==> config.mk <==
export PLATFORM = sky130hd
export DESIGN_NAME = spi_shift_unit
export DESIGN_NICKNAME = d
export VERILOG_FILES = /design/src/rtl/spi_shift_unit.sv
export SDC_FILE = /design/constraint.sdc
export NUM_CORES = 1
export LEC_CHECK = 0
export CORE_ASPECT_RATIO = 1.2
export CORE_MARGIN = 2
export CORE_UTILIZATION = 30
export DETAILED_ROUTE_END_ITERATION = 8
export PLACE_DENSITY = 0.63
export REMOVE_ABC_BUFFERS = 1
export SLEW_MARGIN = 20
export SYNTH_ARGS = -nofsm -noshare
export SYNTH_HDL_FRONTEND = slang
export SYNTH_SLANG_ARGS = --single-unit
==> constraint.sdc <==
create_clock -name clk -period 1.4 [get_ports clk]
set_clock_uncertainty 0.15 [all_clocks]
set_input_delay 0.28 -clock clk [delete_from_list [all_inputs] [get_ports clk]]
set_output_delay 0.28 -clock clk [all_outputs]
set_load 0.02 [all_outputs]
==> src/rtl/spi_shift_unit.sv <==
// spi_shift_unit: SPDR transmit/receive buffers, serial shift register and
// bit counter sitting beside the SPI controller FSM. Serial timing comes from
// sample/shift tick enables; the controller gates shifting, loading and
// capture through Shifter_en, SPDR_rd_en and SPDR_wr_en.
module spi_shift_unit #(
  parameter int DATA_W = 8
) (
  input  logic              clk,
  input  logic              rst,
  input  logic [DATA_W-1:0] cpu_wdata,
  input  logic              cpu_we,
  input  logic              cpu_rd,
  output logic [DATA_W-1:0] cpu_rdata,
  input  logic              Shifter_en,
  input  logic              SPDR_rd_en,
  input  logic              SPDR_wr_en,
  input  logic              sample_tick,
  input  logic              shift_tick,
  input  logic              MSTR,
  input  logic              DORD,
  input  logic              miso_in,
  input  logic              mosi_in,
  output logic              mosi_out,
  output logic              miso_out,
  output logic              mosi_oe,
  output logic              miso_oe,
  output logic [2:0]        counter,
  output logic              tx_empty,
  output logic              wcol,
  output logic              byte_done
);

  // Architectural state and its next-state values.
  logic [DATA_W-1:0] tx_buf_q, tx_buf_d;
  logic              tx_valid_q, tx_valid_d;
  logic [DATA_W-1:0] shreg_q, shreg_d;
  logic [DATA_W-1:0] rx_buf_q, rx_buf_d;
  logic              in_bit_q, in_bit_d;
  logic [2:0]        cnt_q, cnt_d;
  logic              wcol_q, wcol_d;
  logic              byte_done_q, byte_done_d;
  logic              wr_en_dly_q, wr_en_dly_d;

  // Qualified events decoded from the controller and tick inputs.
  logic live_in;
  logic ib;
  logic wr_collide;
  logic wr_accept;
  logic do_load;
  logic do_sample;
  logic do_shift;
  logic capture;
  logic out_bit;

  // Bit presented on the serial output: MSB end or LSB end of the shifter.
  function automatic logic out_sel(input logic [DATA_W-1:0] sr, input logic dord);
    out_sel = dord ? sr[0] : sr[DATA_W-1];
  endfunction

  // One shift step; the new bit enters at the end opposite the output bit.
  function automatic logic [DATA_W-1:0] shift_step(input logic [DATA_W-1:0] sr,
                                                   input logic dord,
                                                   input logic b);
    if (dord)
      shift_step = {b, sr[DATA_W-1:1]};
    else
      shift_step = {sr[DATA_W-2:0], b};
  endfunction

  // Event decode: collisions, load eligibility, sampling, shifting, capture.
  always_comb begin
    live_in    = MSTR ? miso_in : mosi_in;
    // A sample arriving in the same clock as the shift feeds the shifter
    // directly so the bit is not lost waiting for in_bit to update.
    ib         = sample_tick ? live_in : in_bit_q;
    wr_collide = cpu_we & Shifter_en;
    wr_accept  = cpu_we & ~Shifter_en;
    // A CPU write in the same clock takes priority; the load retries later.
    do_load    = SPDR_rd_en & tx_valid_q & ~cpu_we & ~Shifter_en;
    do_sample  = Shifter_en & sample_tick;
    do_shift   = Shifter_en & shift_tick;
    capture    = SPDR_wr_en & ~wr_en_dly_q;
  end

  // Next-state computation for buffers, shifter, counter and flags.
  always_comb begin
    tx_buf_d    = tx_buf_q;
    tx_valid_d  = tx_valid_q;
    shreg_d     = shreg_q;
    rx_buf_d    = rx_buf_q;
    in_bit_d    = in_bit_q;
    cnt_d       = cnt_q;
    wcol_d      = wcol_q;
    byte_done_d = 1'b0;
    wr_en_dly_d = SPDR_wr_en;

    if (wr_accept) begin
      tx_buf_d   = cpu_wdata;
      tx_valid_d = 1'b1;
    end else if (do_load) begin
      tx_valid_d = 1'b0;
    end

    // Load and shift are mutually exclusive: load needs Shifter_en low.
    if (do_load)
      shreg_d = tx_buf_q;
    else if (do_shift)
      shreg_d = shift_step(shreg_q, DORD, ib);

    if (do_sample)
      in_bit_d = live_in;

    // Counter only runs while shifting is enabled; any gap clears it, so a
    // controller that drops Shifter_en mid-byte aborts the count.
    if (!Shifter_en)
      cnt_d = 3'd0;
    else if (shift_tick)
      cnt_d = cnt_q + 3'd1;

    // Set beats clear so a collision racing a status read is not lost.
    if (wr_collide)
      wcol_d = 1'b1;
    else if (cpu_rd)
      wcol_d = 1'b0;

    if (capture) begin
      rx_buf_d    = shreg_q;
      byte_done_d = 1'b1;
    end
  end

  // State registers with asynchronous active-low reset; reset drops any byte in flight.
  always_ff @(posedge clk or negedge rst) begin
    if (!rst) begin
      tx_buf_q    <= '0;
      tx_valid_q  <= 1'b0;
      shreg_q     <= '0;
      rx_buf_q    <= '0;
      in_bit_q    <= 1'b0;
      cnt_q       <= 3'd0;
      wcol_q      <= 1'b0;
      byte_done_q <= 1'b0;
      wr_en_dly_q <= 1'b0;
    end else begin
      tx_buf_q    <= tx_buf_d;
      tx_valid_q  <= tx_valid_d;
      shreg_q     <= shreg_d;
      rx_buf_q    <= rx_buf_d;
      in_bit_q    <= in_bit_d;
      cnt_q       <= cnt_d;
      wcol_q      <= wcol_d;
      byte_done_q <= byte_done_d;
      wr_en_dly_q <= wr_en_dly_d;
    end
  end

  // Output drive: serial pins steered by role, status straight from state.
  always_comb begin
    out_bit   = out_sel(shreg_q, DORD);
    mosi_out  = MSTR & out_bit;
    miso_out  = ~MSTR & out_bit;
    mosi_oe   = MSTR & Shifter_en;
    miso_oe   = ~MSTR & Shifter_en;
    counter   = cnt_q;
    tx_empty  = ~tx_valid_q;
    wcol      = wcol_q;
    byte_done = byte_done_q;
    cpu_rdata = rx_buf_q;
  end

endmodule

# Word-level counts from Yosys, hierarchy flattened
# Index checks and enable logic that the tools add are counted.
[word_totals]
inputBits = 21
register_bits = 32
out_inout_bits = 18
[classes]
reduce_logical = 3
n_mux = 13
bitwise_logic = 17
addsub = 1
n_eq_ne = 1
[ops]
columns = ["operator", "n"]
rows = [
  ["two-way mux 8 bit", 3],
  ["bitwise AND 1 bit", 12],
  ["two-way mux 1 bit", 8],
  ["two-way mux 3 bit", 2],
  ["nonzero test 2 bit", 3],
  ["NOT 1 bit", 5],
  ["adder 3 x 1 -> 3 bit (second input constant)", 1],
  ["!= test 2 x 1 -> 1 bit (second input constant)", 1],
]

# Logic depth before layout (Yosys ltp)
# Gate-level depths: netlist (run 1).
[depth]
depth_word = 5
ltp_mapped = 5

# Least setup slack after synthesis (run 1)
# No wires, ideal clock.
[synth_path]
kind = "input -> output"
from = "input port DORD"
to = "output port mosi_out"
required_time_ns = 0.970
arrival_time_ns = 0.888
path_stages = 3
path_slack_ns = 0.082
path_buffers = 1
cell_sequence = "buf_4 mux2i_1 nor2b_1"
[synth_between]
elab_chain_cells = 2
[synth_rtl]
columns = ["element", "line", "source"]
rows = [
  ["start, declared", "20", "input logic DORD,"],
  ["two-way mux 1 bit", "57", "out_sel = dord ? sr[0] : sr[DATA_W-1];"],
  ["bitwise AND 1 bit", "160", "mosi_out = MSTR & out_bit;"],
  ["end, declared", "23", "output logic mosi_out,"],
]
# No other way between the ends.

# Worst setup path after layout (run 1)
[layout_path]
from = "register shreg_q[7]"
to = "output port miso_out"
[layout_between]
elab_chain_cells = 2
[layout_rtl]
columns = ["element", "line", "source"]
rows = [
  ["start, declared", "36", "logic [DATA_W-1:0] shreg_q, shreg_d;"],
  ["start signal, assigned", "147", "shreg_q <= shreg_d;"],
  ["two-way mux 1 bit", "57", ""],
  ["bitwise AND 1 bit", "161", "miso_out = ~MSTR & out_bit;"],
  ["end, declared", "24", "output logic miso_out,"],
]
# No other way between the ends.

==> impl_metrics.sql, run 1 <==
INSERT INTO impl_metrics (metric_group, metric, value, unit) VALUES
('critical_path', 'critical_path.endpoint', 'miso_out', ''),
('power', 'vdd_drop_max', '0.622', 'mV'),
('routing', 'drtPass1Iterations', '4', ''),
('power', 'fin_total_pwr', '0.00301', 'W'),
('grt', 'grt_pass1_vias', '1167', ''),
('layout', 'nNetsFinal', '199', ''),
('place', 'placed_cell_area', '2100', 'um^2'),
('routing', 'detail_route.iter0.violations', '33', ''),
('clock_tree', 'cts_max_level', '2', ''),
('routing', 'detailroute.wirelength.met2', '1680', 'um'),
('layout', 'num_antenna_cells', '0', ''),
('layout', 'fillCellCount', '460', ''),
('grt', 'grt_max_degree', '33', ''),
('min_path', 'min_path_type', 'in -> async', ''),
('clock_tree', 'clock_tree.root_cell', 'clkbuf_8', ''),
('sta', 'timing.final.crit_period', '1.53', 'ns'),
('die', 'fp.dieW', '69.2', 'um'),
('yosys', 'synth.largest_area_cell', 'dfrtp_1', ''),
('power', 'p_int', '0.00210', 'W'),
('yosys', 'netlist-cell-type-count', '28', ''),
('power', 'switchingPower', '0.000903', 'W'),
('die', 'num_io_pins', '39', ''),
('yosys', 'edff_count_synth', '0', ''),
('routing', 'top_layer_used', 'met4', ''),
('yosys', 'syn-cell-area', '1530', 'um^2'),
('clock_tree', 'tritoncts.num_buffers', '5', ''),
('place', 'quantity_of_i_o_buffers_inserted_on_ports', '38', ''),
('clock_tree', 'cts_tree', 'done', ''),
('critical_path', 'worstRegToRegCells', '4', ''),
('critical_path', 'worst-endpoint-arrival', '1.10', 'ns'),
('sta', 'slew_viol_final', '0', ''),
('power', 'power_switching_share', '0.300', ''),
('sta', 'timing_hold_violations_final', '0', ''),
('grt', 'initial_antenna_violation_count', '0', ''),
('power', 'share_comb_of_total_power', '0.282', ''),
('die', 'core.rowCount', '28', ''),
('critical_path', 'criticalPathCategory', 'reg -> out', ''),
('routing', 'vias', '1103', ''),
('sta', 'final.setup.worst_slack', '-0.126', 'ns'),
('sta', 'fmax', '655', 'MHz'),
('critical_path', 'timing.critical_path.from', 'shreg_q[7]', ''),
('critical_path', 'cp-start-kind', 'flop', ''),
('routing', 'drc', '0', ''),
('yosys', 'async_flop_share', '1.00', ''),
('clock_tree', 'clkTransAtPathRegs', '0.07', 'ns'),
('routing', 'postRouteWirelength', '3270', 'um'),
('power', 'power.share.clock', '0.293', ''),
('die', 'effective_utilization_at_floorplan', '0.310', ''),
('routing', 'via_density_per_instance', '4.63', ''),
('run_status', 'status', 'complete, but fails checks', ''),
('die', 'coreArea', '4940', 'um^2'),
('sta', 'final_setup_violation_count', '2', ''),
('yosys', 'post_synth.cell_area_avg', '12.8', 'um^2'),
('grt', 'grt_pass1_wl', '5600', 'um'),
('place', 'hpwlAfterDp', '2450', 'um'),
('run_status', 'failing_checks', 'negative setup slack', ''),
('run', 'cap_viol_max_count', '0', ''),
('sta', 'setup_repair_after_global_routing_missed_its_margin', 'true', ''),
('die', 'floorplan.die_area', '5690', 'um^2'),
('place', 'post-place-ws', '-0.722', 'ns'),
('layout', 'postLayoutCoreUtil', '0.442', ''),
('critical_path', 'endpoint_type_of_the_worst_setup_path', 'output pin', ''),
('layout', 'layout_common_cells', 'dfrtp_1, mux2_2, buf_4', ''),
('yosys', 'ys_warn_count', '0', ''),
('die', 'die-height', '82.2', 'um'),
('layout', 'layout_commonest_cell', 'dfrtp_1', ''),
('yosys', 'synth_area_leaders', 'dfrtp_1, mux2_2, mux2i_1', ''),
('clock_tree', 'clk_path_buf_depth', '2', ''),
('power', 'power_leakage', '1.04', 'nW'),
('routing', 'routedLengthMet1', '1410', 'um'),
('grt', 'grt.overflow.total', '0', '');
## area by class of cell
| type | count | area (um^2) | share of cell area |
|---|---|---|---|
| Multi-Input combinational cell | 79 | 701 | 0.321 |
| Clock inverter | 3 | 42.5 | 0.0195 |
| Inverter | 3 | 11.3 | 0.00516 |
| Sequential cell | 32 | 801 | 0.367 |
| Tap cell | 60 | 75.1 | 0.0344 |
| Clock buffer | 5 | 68.8 | 0.0315 |
| Timing Repair Buffer | 56 | 483 | 0.221 |
## worst max-delay path: stages (launching register included)
cell and delay, ns:
dfrtp_1 0.39, mux2i_2 0.19, nor2_1 0.07, buf_4 0.16
## worst min-delay path by stage
stage            startpoint  cells past startpoint  slack, ns           end
3_5_place_dp    tx_buf_q[1]                      1       0.35   tx_buf_q[1]
5_1_grt                 rst                      2       0.23    shreg_q[6]
3_3_place_gp   cpu_rdata[0]                      1       0.34  cpu_rdata[0]
4_1_cts                 rst                      2       0.22   tx_buf_q[6]
2_1_floorplan           rst                      0      -0.17     byte_done
6_report                rst                      2       0.21    shreg_q[7]
## through the flow
stage	TNS, ns	std cells	hold slack, ns
finish	-0.246	238	0.211
detailed placement	-12.25	229	0.353
floorplan	-0.335	114	-0.166
CTS	-0.250	238	0.221
global route	-0.410	238	0.231
global placement	-11.23	229	0.337
## synthesized netlist by cell type, types with 2 or more instances
master and instances:
a211oi_2 2, and2_1 4, buf_2 2, buf_6 2
dfrtp_1 32, inv_1 3, mux2_2 23, mux2i_1 8
nand2_1 4, nand3_1 6, nor2_1 5, nor2b_1 6
nor3_1 2, o21ai_0 7
## logic make-up (layout without fill, tap and decap cells)
logic type / count (synthesis) / count (layout) / synth area share
flops: 32 / 32 / 0.523
buf+inv: 9 / 67 / 0.0433
mux: 32 / 32 / 0.231
simple gates: 33 / 33 / 0.123
compound gates: 11 / 11 / 0.0589
xor+xnor: 2 / 2 / 0.0114
fa+ha+maj: 1 / 1 / 0.00818
## layer usage
metal,up-vias,global-route usage
li1,539,-
met1,533,0.142
met2,26,0.225
met3,5,0.0231
met4,0,0.0647
met5,-,0
## state kept, by name (all words and copies together), names as in the netlist, 3 cells and up
signal,cells
tx_buf_q,8
counter,3
cpu_rdata,8
shreg_q,8
## power groups by stage
stage | sequential [W] | combinational [W] | clock (W)
2_1_floorplan | 0.00138 | 0.000366 | 0
3_3_place_gp | 0.00129 | 0.000910 | 0
3_5_place_dp | 0.00130 | 0.000932 | 0
4_1_cts | 0.00128 | 0.000894 | 0.000899
5_1_grt | 0.00131 | 0.000926 | 0.000950
6_report | 0.00128 | 0.000849 | 0.000880
## what timing repair did
action                     CTS  global route
setup buffers                0             0
setup endpoints to repair   35            19
gates resized for setup     61            17
cloned                       1             0
pin swaps                    1             3
hold buffers                 0             0
Note: power is estimated with default switching activity, not from simulation.
==> inputs of run 2 (changes only) <==
--- a/config.mk
+++ b/config.mk
@@ -9,6 +9,7 @@
 export CORE_MARGIN = 2
 export CORE_UTILIZATION = 30
 export DETAILED_ROUTE_END_ITERATION = 8
+export GPL_ROUTABILITY_DRIVEN = 0
 export PLACE_DENSITY = 0.63
 export REMOVE_ABC_BUFFERS = 1
 export SLEW_MARGIN = 20
==> results of run 2 <==
The final DEF is identical to that of run 1; final timing and power are the same.
==> inputs of run 3 (changes only) <==
--- a/config.mk
+++ b/config.mk
@@ -10,7 +10,6 @@
 export CORE_UTILIZATION = 30
 export DETAILED_ROUTE_END_ITERATION = 8
 export GPL_ROUTABILITY_DRIVEN = 0
-export PLACE_DENSITY = 0.63
 export REMOVE_ABC_BUFFERS = 1
 export SLEW_MARGIN = 20
 export SYNTH_ARGS = -nofsm -noshare
==> run 3 against run 2 <==
Net effect:
- highest routed layer unchanged
- worst setup slack got worse by 0.014 ns
- the flow still finishes with violations (negative setup slack)
- via count is 4.6% higher
- critical path type unchanged
- clock-buffer cell count rose by 1
- worst hold slack improved by 0.014 ns
- cell area increased by 3.6%
- die area unchanged
- utilization grew 1.6 points
- sequential cell count unchanged
- cell count increased by 1.7%
- combinational power grew 8.6%
- sequential power hardly changed
- fmax down 0.93%
==> impl_metrics.sql, run 3 (synthesis results as in run 1) <==
INSERT INTO impl_metrics (metric_group, metric, value, unit) VALUES
('grt', 'initial_antenna_violation_count', '0', ''),
('sta', 'timing_hold_violations_final', '0', ''),
('power', 'p_per_cell_area', '1350', 'nW/um^2'),
('die', 'coreArea', '4940', 'um^2'),
('layout', 'synthToLayoutAreaGrowth', '47.8', '%'),
('sta', 'fmax', '649', 'MHz'),
('clock_tree', 'clock_tree.root_cell', 'clkbuf_8', ''),
('power', 'power.share.clock', '0.280', ''),
('clock_tree', 'cts_hold_buffers', '0', ''),
('clock_tree', 'tritoncts.num_buffers', '5', ''),
('power', 'switchingPower', '0.000912', 'W'),
('clock_tree', 'cts_max_level', '2', ''),
('routing', 'drc', '0', ''),
('layout', 'nNetsFinal', '203', ''),
('die', 'effective_utilization_at_floorplan', '0.310', ''),
('grt', 'grt_pass1_vias', '1235', ''),
('grt', 'grt_max_degree', '33', ''),
('routing', 'wl_per_cell', '14.6', 'um'),
('run_status', 'status', 'complete, but fails checks', ''),
('min_path', 'min_path_type', 'in -> async', ''),
('sta', 'setup_repair_after_global_routing_missed_its_margin', 'true', ''),
('critical_path', 'cpPeakStageDelay', '0.40', 'ns'),
('critical_path', 'criticalPathCategory', 'reg -> out', ''),
('power', 'p_int', '0.00215', 'W'),
('die', 'die-height', '82.2', 'um'),
('critical_path', 'path_buf_inv', '1', ''),
('die', 'core.rowCount', '28', ''),
('grt', 'global_route.usage.total', '0.128', ''),
('routing', 'vias', '1154', ''),
('routing', 'final_antenna_net_count', '0', ''),
('sta', 'setup-tns-final', '-0.412', 'ns'),
('sta', 'final.setup.worst_slack', '-0.140', 'ns'),
('sta', 'timing_worst_slew_pin_value', '0.257', 'ns'),
('routing', 'detail_route.iter0.violations', '12', ''),
('sta', 'max_slew_margin', '0.828', ''),
('grt', 'grt_pass1_wl', '5760', 'um'),
('critical_path', 'cp.required', '0.97', 'ns'),
('layout', 'fillCellCount', '462', ''),
('run_status', 'failing_checks', 'negative setup slack', ''),
('power', 'vdd_drop_max', '0.612', 'mV'),
('place', 'quantity_of_i_o_buffers_inserted_on_ports', '38', ''),
('grt', 'grt.overflow.total', '0', ''),
('layout', 'num_antenna_cells', '0', ''),
('sta', 'min_period_over_period', '1.10', ''),
('routing', 'via_density_per_instance', '4.77', ''),
('power', 'power_switching_share', '0.298', ''),
('clock_tree', 'clkLatencyLatePin', '0.28', 'ns'),
('power', 'fin_total_pwr', '0.00306', 'W'),
('clock_tree', 'clkTransAtPathRegs', '0.07', 'ns'),
('power', 'power.sequential.fraction', '0.419', ''),
('layout', 'layout_common_cells', 'dfrtp_1, mux2_2, buf_4', ''),
('critical_path', 'cp-start-kind', 'flop', ''),
('die', 'fp.dieW', '69.2', 'um'),
('clock_tree', 'clk_path_buf_depth', '2', ''),
('critical_path', 'slowest_stage', 'dfrtp_1', ''),
('critical_path', 'worst-endpoint-arrival', '1.11', 'ns'),
('critical_path', 'worst_path_dominant_cell_family', 'flip-flops', ''),
('run', 'cap_viol_max_count', '0', ''),
('die', 'num_io_pins', '39', ''),
('critical_path', 'endpoint_type_of_the_worst_setup_path', 'output pin', ''),
('layout', 'drive_gt1_frac', '0.462', ''),
('routing', 'drtPass1Iterations', '4', ''),
('routing', 'postRouteWirelength', '3540', 'um'),
('place', 'hpwlAfterDp', '2540', 'um'),
('sta', 'timing.final.crit_period', '1.54', 'ns'),
('sta', 'final_setup_violation_count', '4', ''),
('layout', 'layout_commonest_cell', 'dfrtp_1', ''),
('clock_tree', 'cts_tree', 'done', ''),
('critical_path', 'cp_cell_sequence', 'mux2i_2 -> nor2_1 -> buf_4', ''),
('power', 'power_leakage', '1.10', 'nW'),
('sta', 'slew_viol_final', '0', ''),
('critical_path', 'reg2reg_slack', '-0.08', 'ns'),
('critical_path', 'critPathMaxFanout', '2', ''),
('die', 'floorplan.die_area', '5690', 'um^2'),
('power', 'share_comb_of_total_power', '0.301', ''),
('clock_tree', 'clock_sinks', '32', '');
-- run 3: cell types whose count changed in the layout (fill, tap and decap cells not counted), moves of 2 or more --
cell             before  now
o21ai_0               7    3
buf_6                 1    3
buf_2                 4    6
clkdlybuf4s50_1      15   12
dlymetal6s2s_1        1    3
clkbuf_2             10    8
o21ai_1               0    4
-- run 3: worst reg2reg max path: cells and delay by family, from the launching register on --
kind / cells / cell delay (ns)
mux: 2 / 0.38
buf+inv: 3 / 0.36
flops: 1 / 0.40
compound gates: 1 / 0.08
-- run 3: metal layers --
layer | share of wire | GRT usage | vias to the layer above
met4 | 0.023 | 0.0627 | 0
met1 | 0.42 | 0.137 | 578
met5 | 0 | 0 | -
met3 | 0.027 | 0.0267 | 9
li1 | - | - | 542
met2 | 0.53 | 0.244 | 25
-- run 3: worst paths after layout --
kind,startpoint,endpoint,cells past startpoint
min,rst,counter[1],2
min reg2reg,tx_buf_q[3],tx_buf_q[3],1
max,shreg_q[7],miso_out,3
min in group clk,cpu_we,wcol,3
max in group asynchronous,rst,cpu_rdata[3],2
max reg2reg,shreg_q[0],shreg_q[1],6
-- run 3: power groups by stage --
stage | sequential [W] | combinational [W] | clock, W
after floorplan | 0.00138 | 0.000366 | 0
after global placement | 0.00128 | 0.000909 | 0
after detailed placement | 0.00130 | 0.000935 | 0
after CTS | 0.00128 | 0.000922 | 0.000892
after global routing | 0.00131 | 0.00100 | 0.000941
final | 0.00128 | 0.000922 | 0.000856
-- run 3: cell type report --
| class | count | area (um^2) | share of cell area |
|---|---|---|---|
| Timing Repair Buffer | 60 | 542 | 0.240 |
| Clock buffer | 6 | 72.6 | 0.0321 |
| Tap cell | 60 | 75.1 | 0.0332 |
| Clock inverter | 2 | 35.0 | 0.0155 |
| Sequential cell | 32 | 801 | 0.354 |
| Multi-Input combinational cell | 79 | 724 | 0.320 |
| Inverter | 3 | 11.3 | 0.00498 |
-- run 3: what timing repair did --
action                     4_1_cts  5_1_grt
resized for setup               69       24
pin swaps                        2        7
setup buffers                    2        3
setup endpoints to repair       35       20
cloned                           1        1
-- run 3: stage by stage --
step | utilization | instance area, um^2 | cells | hold WS [ns] | worst slack (ns)
6_report | 0.458 | 2260 | 242 | 0.224 | -0.140
5_1_grt | 0.458 | 2260 | 242 | 0.229 | -0.199
3_3_place_gp | 0.424 | 2100 | 229 | 0.337 | -0.620
2_1_floorplan | - | 1480 | 114 | -0.166 | -0.0516
3_5_place_dp | 0.424 | 2100 | 229 | 0.348 | -0.678
4_1_cts | 0.456 | 2250 | 240 | 0.228 | -0.112
